==> config.mk <==
export PLATFORM = sky130hd
export DESIGN_NAME = alu_exec
export DESIGN_NICKNAME = d
export VERILOG_FILES = /design/src/rtl/alu_exec.sv
export SDC_FILE = /design/constraint.sdc
export NUM_CORES = 1
export LEC_CHECK = 0
export CAP_MARGIN = 10
export CORE_UTILIZATION = 54
export DETAILED_ROUTE_END_ITERATION = 8
export GPL_TIMING_DRIVEN = 0
export PLACE_DENSITY = 0.75
export SLEW_MARGIN = 20
export SYNTH_ARGS = -nofsm -noshare
export SYNTH_HDL_FRONTEND = slang
export SYNTH_SLANG_ARGS = --single-unit
==> constraint.sdc <==
create_clock -name clk -period 6.2 [get_ports clk]
set_clock_uncertainty 0.1 [all_clocks]
set_input_delay 1.86 -clock clk [delete_from_list [all_inputs] [get_ports clk]]
set_output_delay 1.86 -clock clk [all_outputs]
set_load 0.01 [all_outputs]
==> src/rtl/alu_exec.sv <==
// Execute-stage ALU: single-cycle logic/arithmetic ops plus iterative shift-add MUL and restoring DIV.
// Optional feature: define ALU_DIV0_TRAP_EN to trap DIV by zero as a 1-cycle op with div_by_zero flagged.
module alu_exec #(
    parameter int WIDTH = 16
) (
    input  logic             clk,
    input  logic             rst,
    input  logic             start,
    input  logic [3:0]       operation,
    input  logic [WIDTH-1:0] a,
    input  logic [WIDTH-1:0] b,
    output logic             busy,
    output logic             done,
    output logic [WIDTH-1:0] result,
    output logic [WIDTH-1:0] result_hi,
    output logic             zero,
    output logic             overflow,
    output logic             div_by_zero,
    output logic             illegal_op
);
    localparam logic [1:0] S_IDLE = 2'b00;
    localparam logic [1:0] S_MUL  = 2'b01;
    localparam logic [1:0] S_DIV  = 2'b10;
    localparam int CW = $clog2(WIDTH + 1);

    logic [1:0]       r_state;
    logic [CW-1:0]    r_cnt;
    logic [3:0]       r_op;
    logic [WIDTH-1:0] r_a, r_b, r_lo, r_hi;
    logic             r_pend;
    logic [WIDTH-1:0] r_result, r_result_hi;
    logic             r_done, r_zero, r_overflow, r_dbz, r_illegal;

    // Single-cycle datapath works from the operands latched at accept.
    logic [WIDTH-1:0] w_sum, w_diff, w_nb, w_res, w_hi;
    logic             w_ovf, w_ill, w_dbz;

    assign w_sum  = r_a + r_b;
    assign w_nb   = ~r_b + 1'b1;
    assign w_diff = r_a + w_nb;

    always_comb begin
        w_res = '0;
        w_hi  = '0;
        w_ovf = 1'b0;
        w_ill = 1'b0;
        w_dbz = 1'b0;
        case (r_op)
            4'b0000: begin
                w_res = w_sum;
                w_ovf = (r_a[WIDTH-1] == r_b[WIDTH-1]) && (w_sum[WIDTH-1] != r_a[WIDTH-1]);
            end
            4'b0001: begin
                w_res = w_diff;
                w_ovf = (r_a[WIDTH-1] == w_nb[WIDTH-1]) && (w_diff[WIDTH-1] != r_a[WIDTH-1]);
            end
            4'b0010: ;
            4'b0011: begin
`ifdef ALU_DIV0_TRAP_EN
                w_res = '1;
                w_hi  = r_a;
                w_dbz = 1'b1;
`endif
            end
            4'b0100: w_res = r_a & r_b;
            4'b0101: begin
                w_res = r_b;
                w_hi  = r_a;
            end
            4'b0111: w_res = r_a | r_b;
            4'b1000: w_res = w_sum;
            default: w_ill = 1'b1;
        endcase
    end

    // One shift-add multiply step: {hi,lo} holds partial product over the remaining multiplier bits.
    logic [WIDTH:0]   w_madd;
    logic [WIDTH-1:0] w_mul_hi, w_mul_lo;
    assign w_madd   = {1'b0, r_hi} + (r_lo[0] ? {1'b0, r_b} : '0);
    assign w_mul_hi = w_madd[WIDTH:1];
    assign w_mul_lo = {w_madd[0], r_lo[WIDTH-1:1]};

    // One restoring divide step: hi is the partial remainder, lo shifts dividend out and quotient in.
    logic [WIDTH:0]   w_shift, w_sub;
    logic             w_ge;
    logic [WIDTH-1:0] w_div_hi, w_div_lo;
    assign w_shift  = {r_hi, r_lo[WIDTH-1]};
    assign w_ge     = w_shift >= {1'b0, r_b};
    assign w_sub    = w_shift - {1'b0, r_b};
    assign w_div_hi = w_ge ? w_sub[WIDTH-1:0] : w_shift[WIDTH-1:0];
    assign w_div_lo = {r_lo[WIDTH-2:0], w_ge};

    logic w_div0;
`ifdef ALU_DIV0_TRAP_EN
    assign w_div0 = (b == '0);
`else
    assign w_div0 = 1'b0;
`endif

    always_ff @(posedge clk) begin
        if (rst) begin
            r_state     <= S_IDLE;
            r_cnt       <= '0;
            r_op        <= '0;
            r_a         <= '0;
            r_b         <= '0;
            r_lo        <= '0;
            r_hi        <= '0;
            r_pend      <= 1'b0;
            r_result    <= '0;
            r_result_hi <= '0;
            r_done      <= 1'b0;
            r_zero      <= 1'b0;
            r_overflow  <= 1'b0;
            r_dbz       <= 1'b0;
            r_illegal   <= 1'b0;
        end else begin
            r_done <= 1'b0;
            r_pend <= 1'b0;
            if (r_pend) begin
                r_result    <= w_res;
                r_result_hi <= w_hi;
                r_zero      <= (w_res == '0);
                r_overflow  <= w_ovf;
                r_dbz       <= w_dbz;
                r_illegal   <= w_ill;
                r_done      <= 1'b1;
            end
            case (r_state)
                S_MUL, S_DIV: begin
                    r_hi  <= (r_state == S_MUL) ? w_mul_hi : w_div_hi;
                    r_lo  <= (r_state == S_MUL) ? w_mul_lo : w_div_lo;
                    r_cnt <= r_cnt - 1'b1;
                    if (r_cnt == CW'(1)) begin
                        r_state     <= S_IDLE;
                        r_result    <= (r_state == S_MUL) ? w_mul_lo : w_div_lo;
                        r_result_hi <= (r_state == S_MUL) ? w_mul_hi : w_div_hi;
                        r_zero      <= ((r_state == S_MUL) ? w_mul_lo : w_div_lo) == '0;
                        r_overflow  <= 1'b0;
                        r_dbz       <= 1'b0;
                        r_illegal   <= 1'b0;
                        r_done      <= 1'b1;
                    end
                end
                default: begin
                    if (start) begin
                        r_op <= operation;
                        r_a  <= a;
                        r_b  <= b;
                        r_lo <= a;
                        r_hi <= '0;
                        if (operation == 4'b0010) begin
                            r_state <= S_MUL;
                            r_cnt   <= CW'(WIDTH);
                        end else if (operation == 4'b0011 && !w_div0) begin
                            r_state <= S_DIV;
                            r_cnt   <= CW'(WIDTH);
                        end else begin
                            r_pend <= 1'b1;
                        end
                    end
                end
            endcase
        end
    end

    assign busy        = (r_state != S_IDLE);
    assign done        = r_done;
    assign result      = r_result;
    assign result_hi   = r_result_hi;
    assign zero        = r_zero;
    assign overflow    = r_overflow;
    assign div_by_zero = r_dbz;
    assign illegal_op  = r_illegal;
endmodule

==> results.cfg <==
[sta]
hold_violations = 0
setup_tns_ps = 0
relSlewSlack = 0.376
rsz0062_at_grt = false
maxSlewViolCount = 0
tightestPinTransition_ps = 932
fin_crit_ps = 4990
finalCritPeriodShare = 0.804
setup_viol = 0
clock.fmax_mhz = 201
finalWorstSetupSlack_ps = 1210

[global_route]
grt_antenna_before_repair = 0
grt_max_degree = 17
grt_pass1_vias = 9116
grt.total_usage = 0.389
grt-ovfl-total = 0
grt_pass1_wl_mm = 52.0

[cells_and_area]
n_antenna_cell = 0
multi_input_area_um2 = 6540
nNetsFinal = 1437
drive_gt1_frac = 0.0478
area_growth_pct = 17.7
seq_area_um2 = 2260
nFillCells = 1512
utilization = 0.654

[drt]
drc = 0
drt-total-wl_mm = 34.2
routed-via-count = 9848
routedWlPerCell_um = 22.2
antenna_left = 0
first_iter_violations = 1122
first_pass_iters = 5
via_per_inst = 6.40

[setup_path]
crit_path_top_delay_cell = a221oi_1
path_max_fanout = 7
cp-startpoint = r_b[1]$_SDFFE_PP0P_
cp_common_cell = ha_1
slowest_delay_ps = 720
path_cells = inv_1, ha_1, clkbuf_1, xnor2_1, ha_1, nor2b_1, o31ai_1, a21oi_1, xor2_1, a221oi_1, nand4_1, or4_4, or4_1, o31ai_2
rr_startpoint = r_b[1]$_SDFFE_PP0P_
critPathLaunchType = flop
endpoint_kind = flop
path_class = reg -> reg
cp.required_ps = 6430
worstPathArrival_ps = 5210

[synth]
syn_area_per_cell_um2 = 7.66
yosys_warnings = 0
synth_nets = 1342
yosysSeqAreaShare = 0.244
ys_types = 71
synth_edf_count = 0
synth_top_cell_by_area = dfxtp_1
synth_area_leaders = dfxtp_1 24%, ha_1 12%, a21oi_1 6.3%
synthArstFlopShare = 0
synthCells = 1212
synth-seq-cells = 113
ys.flop_type = dfxtp_1
yosysTopAreaCellShare = 0.244
netlist_area_um2 = 9280

[clock_network]
ctsResizeCount = 0
cts_hold_buf = 0
cts_tree = built
cts_root_buffer = clkbuf_16
numClockSinks = 113
cts_buffers = 17
clk_pin_slew_ps = 60
cts_buffer_depth = 2
post_cts_buffers = 0
clock_latency_ps = 420
ctsHtreeMaxLevel = 4

[power_and_ir_drop]
ir_worst_vdd_mv = 0.220
power.density_nw_per_um2 = 231
leakagePower_nw = 4.33

[floorplan]
rows = 47
die-area_um2 = 17700
chipWidth_um = 133
start_util = 0.556
core-area_um2 = 16700
ios = 77
die_h_um = 133

[placed_design]
io_buffers = 75
globalplace.congestion = 1.00
dpl.hpwl_mm = 26.7
place_ws_ps = 1390

[worst_hold_path]
min_from = overflow$_SDFF_PP0_
hp-class = reg -> reg

[run]
cap_violations = 0

[status]
status = finished, final reports clean
## synthesized netlist by cell type (all sizes together) (9+ instances only)
master	instances
nor2b	20
inv	60
nor2	109
ha	87
mux2i	38
a31oi	11
nor4	13
and2	23
o21ai	51
or2	9
mux2	9
a211oi	50
and3	16
nand3	16
o211ai	17
a21oi	116
a221oi	18
o21a	9
dfxtp	113
xor2	19
nand4	11
nor3	30
a21o	13
nand2b	10
clkbuf	61
xnor2	38
nand2	139
## registers in the layout (all words and copies together) (netlist names)
signal,count
r_state,2
illegal_op,1
result_hi,16
result,16
div_by_zero,1
zero,1
r_pend,1
r_lo,16
r_hi,16
done,1
r_a,16
overflow,1
r_cnt,5
r_b,16
r_op,4
## layer usage
metal,part of all wire,global-route usage
met1,0.43,0.530
met2,0.42,0.586
met3,0.098,0.0727
met4,0.052,0.202
met5,0,0
## logic make-up (layout without fill, tap and decap cells)
group / Yosys count / count (layout) / share of synthesized area
adders and majority gates: 91 / 91 / 0.126
xor gates and xnor gates: 57 / 57 / 0.0538
muxes: 47 / 47 / 0.0519
AOI/OAI and AO/OA: 356 / 356 / 0.254
DFF: 113 / 113 / 0.244
and+or+nand+nor: 419 / 419 / 0.217
buffers and inverters: 129 / 236 / 0.0535
## report_power, final
group	leakage [nW]	internal (mW)	total, mW	switching, mW
logic	3.13	0.278	0.702	0.424
registers	0.923	0.762	0.817	0.0555
clock network	0.281	0.648	1.01	0.360
## placed cells by master, fill, tap and decap left out, types with 18 or more instances in the layout
master	Yosys	layout
xnor2_1	38	38
a221oi_1	18	18
o21ai_0	45	45
xor2_1	19	19
clkdlybuf4s50_1	0	75
mux2i_1	38	38
a21oi_1	116	116
a211oi_1	49	49
and2_1	22	22
clkbuf_1	61	63
inv_1	60	60
ha_1	87	87
dfxtp_1	113	113
nor2_1	109	109
nand2_1	139	139
nor3_1	30	30
nor2b_1	20	20
## per-stage QoR
| step | hold slack, ps | instances | area [µm²] | power, mW |
|---|---|---|---|---|
| global route | 404 | 1539 | 10900 | 2.62 |
| CTS | 395 | 1539 | 10900 | 2.50 |
| finish | 404 | 1539 | 10900 | 2.53 |
| detailed placement | 388 | 1508 | 10300 | 1.51 |
| global placement | 382 | 1507 | 10300 | 1.50 |
| floorplan | 366 | 1212 | 9280 | 1.28 |
## worst max-delay path: cells and delay by family (launching register included)
kind	cells	cell delay, ps
AOI/OAI and AO/OA	4	1570
and+or+nand+nor	4	1270
adders and majority gates	2	500
DFF	1	390
buffers and inverters	2	680
xor gates and xnor gates	2	380
## cell type report
class	count	share of cell area
plain buffers	69	0.0249
well taps	220	0.0252
flip-flops and latches	113	0.207
multi-input cells	970	0.598
clock buffers	21	0.0421
repair buffers	76	0.0694
inverters	60	0.0206
clock inverters	10	0.0124
## worst paths after layout
| check | cells past startpoint | endpoint | slack, ps |
|---|---|---|---|
| hold reg to reg | 2 | overflow$_SDFF_PP0_ | 400 |
| setup / recovery | 14 | zero$_SDFF_PP0_ | 1210 |
| setup reg to reg | 14 | zero$_SDFF_PP0_ | 1210 |
| hold / removal | 2 | overflow$_SDFF_PP0_ | 400 |
Power figures use the tool's default switching activity.
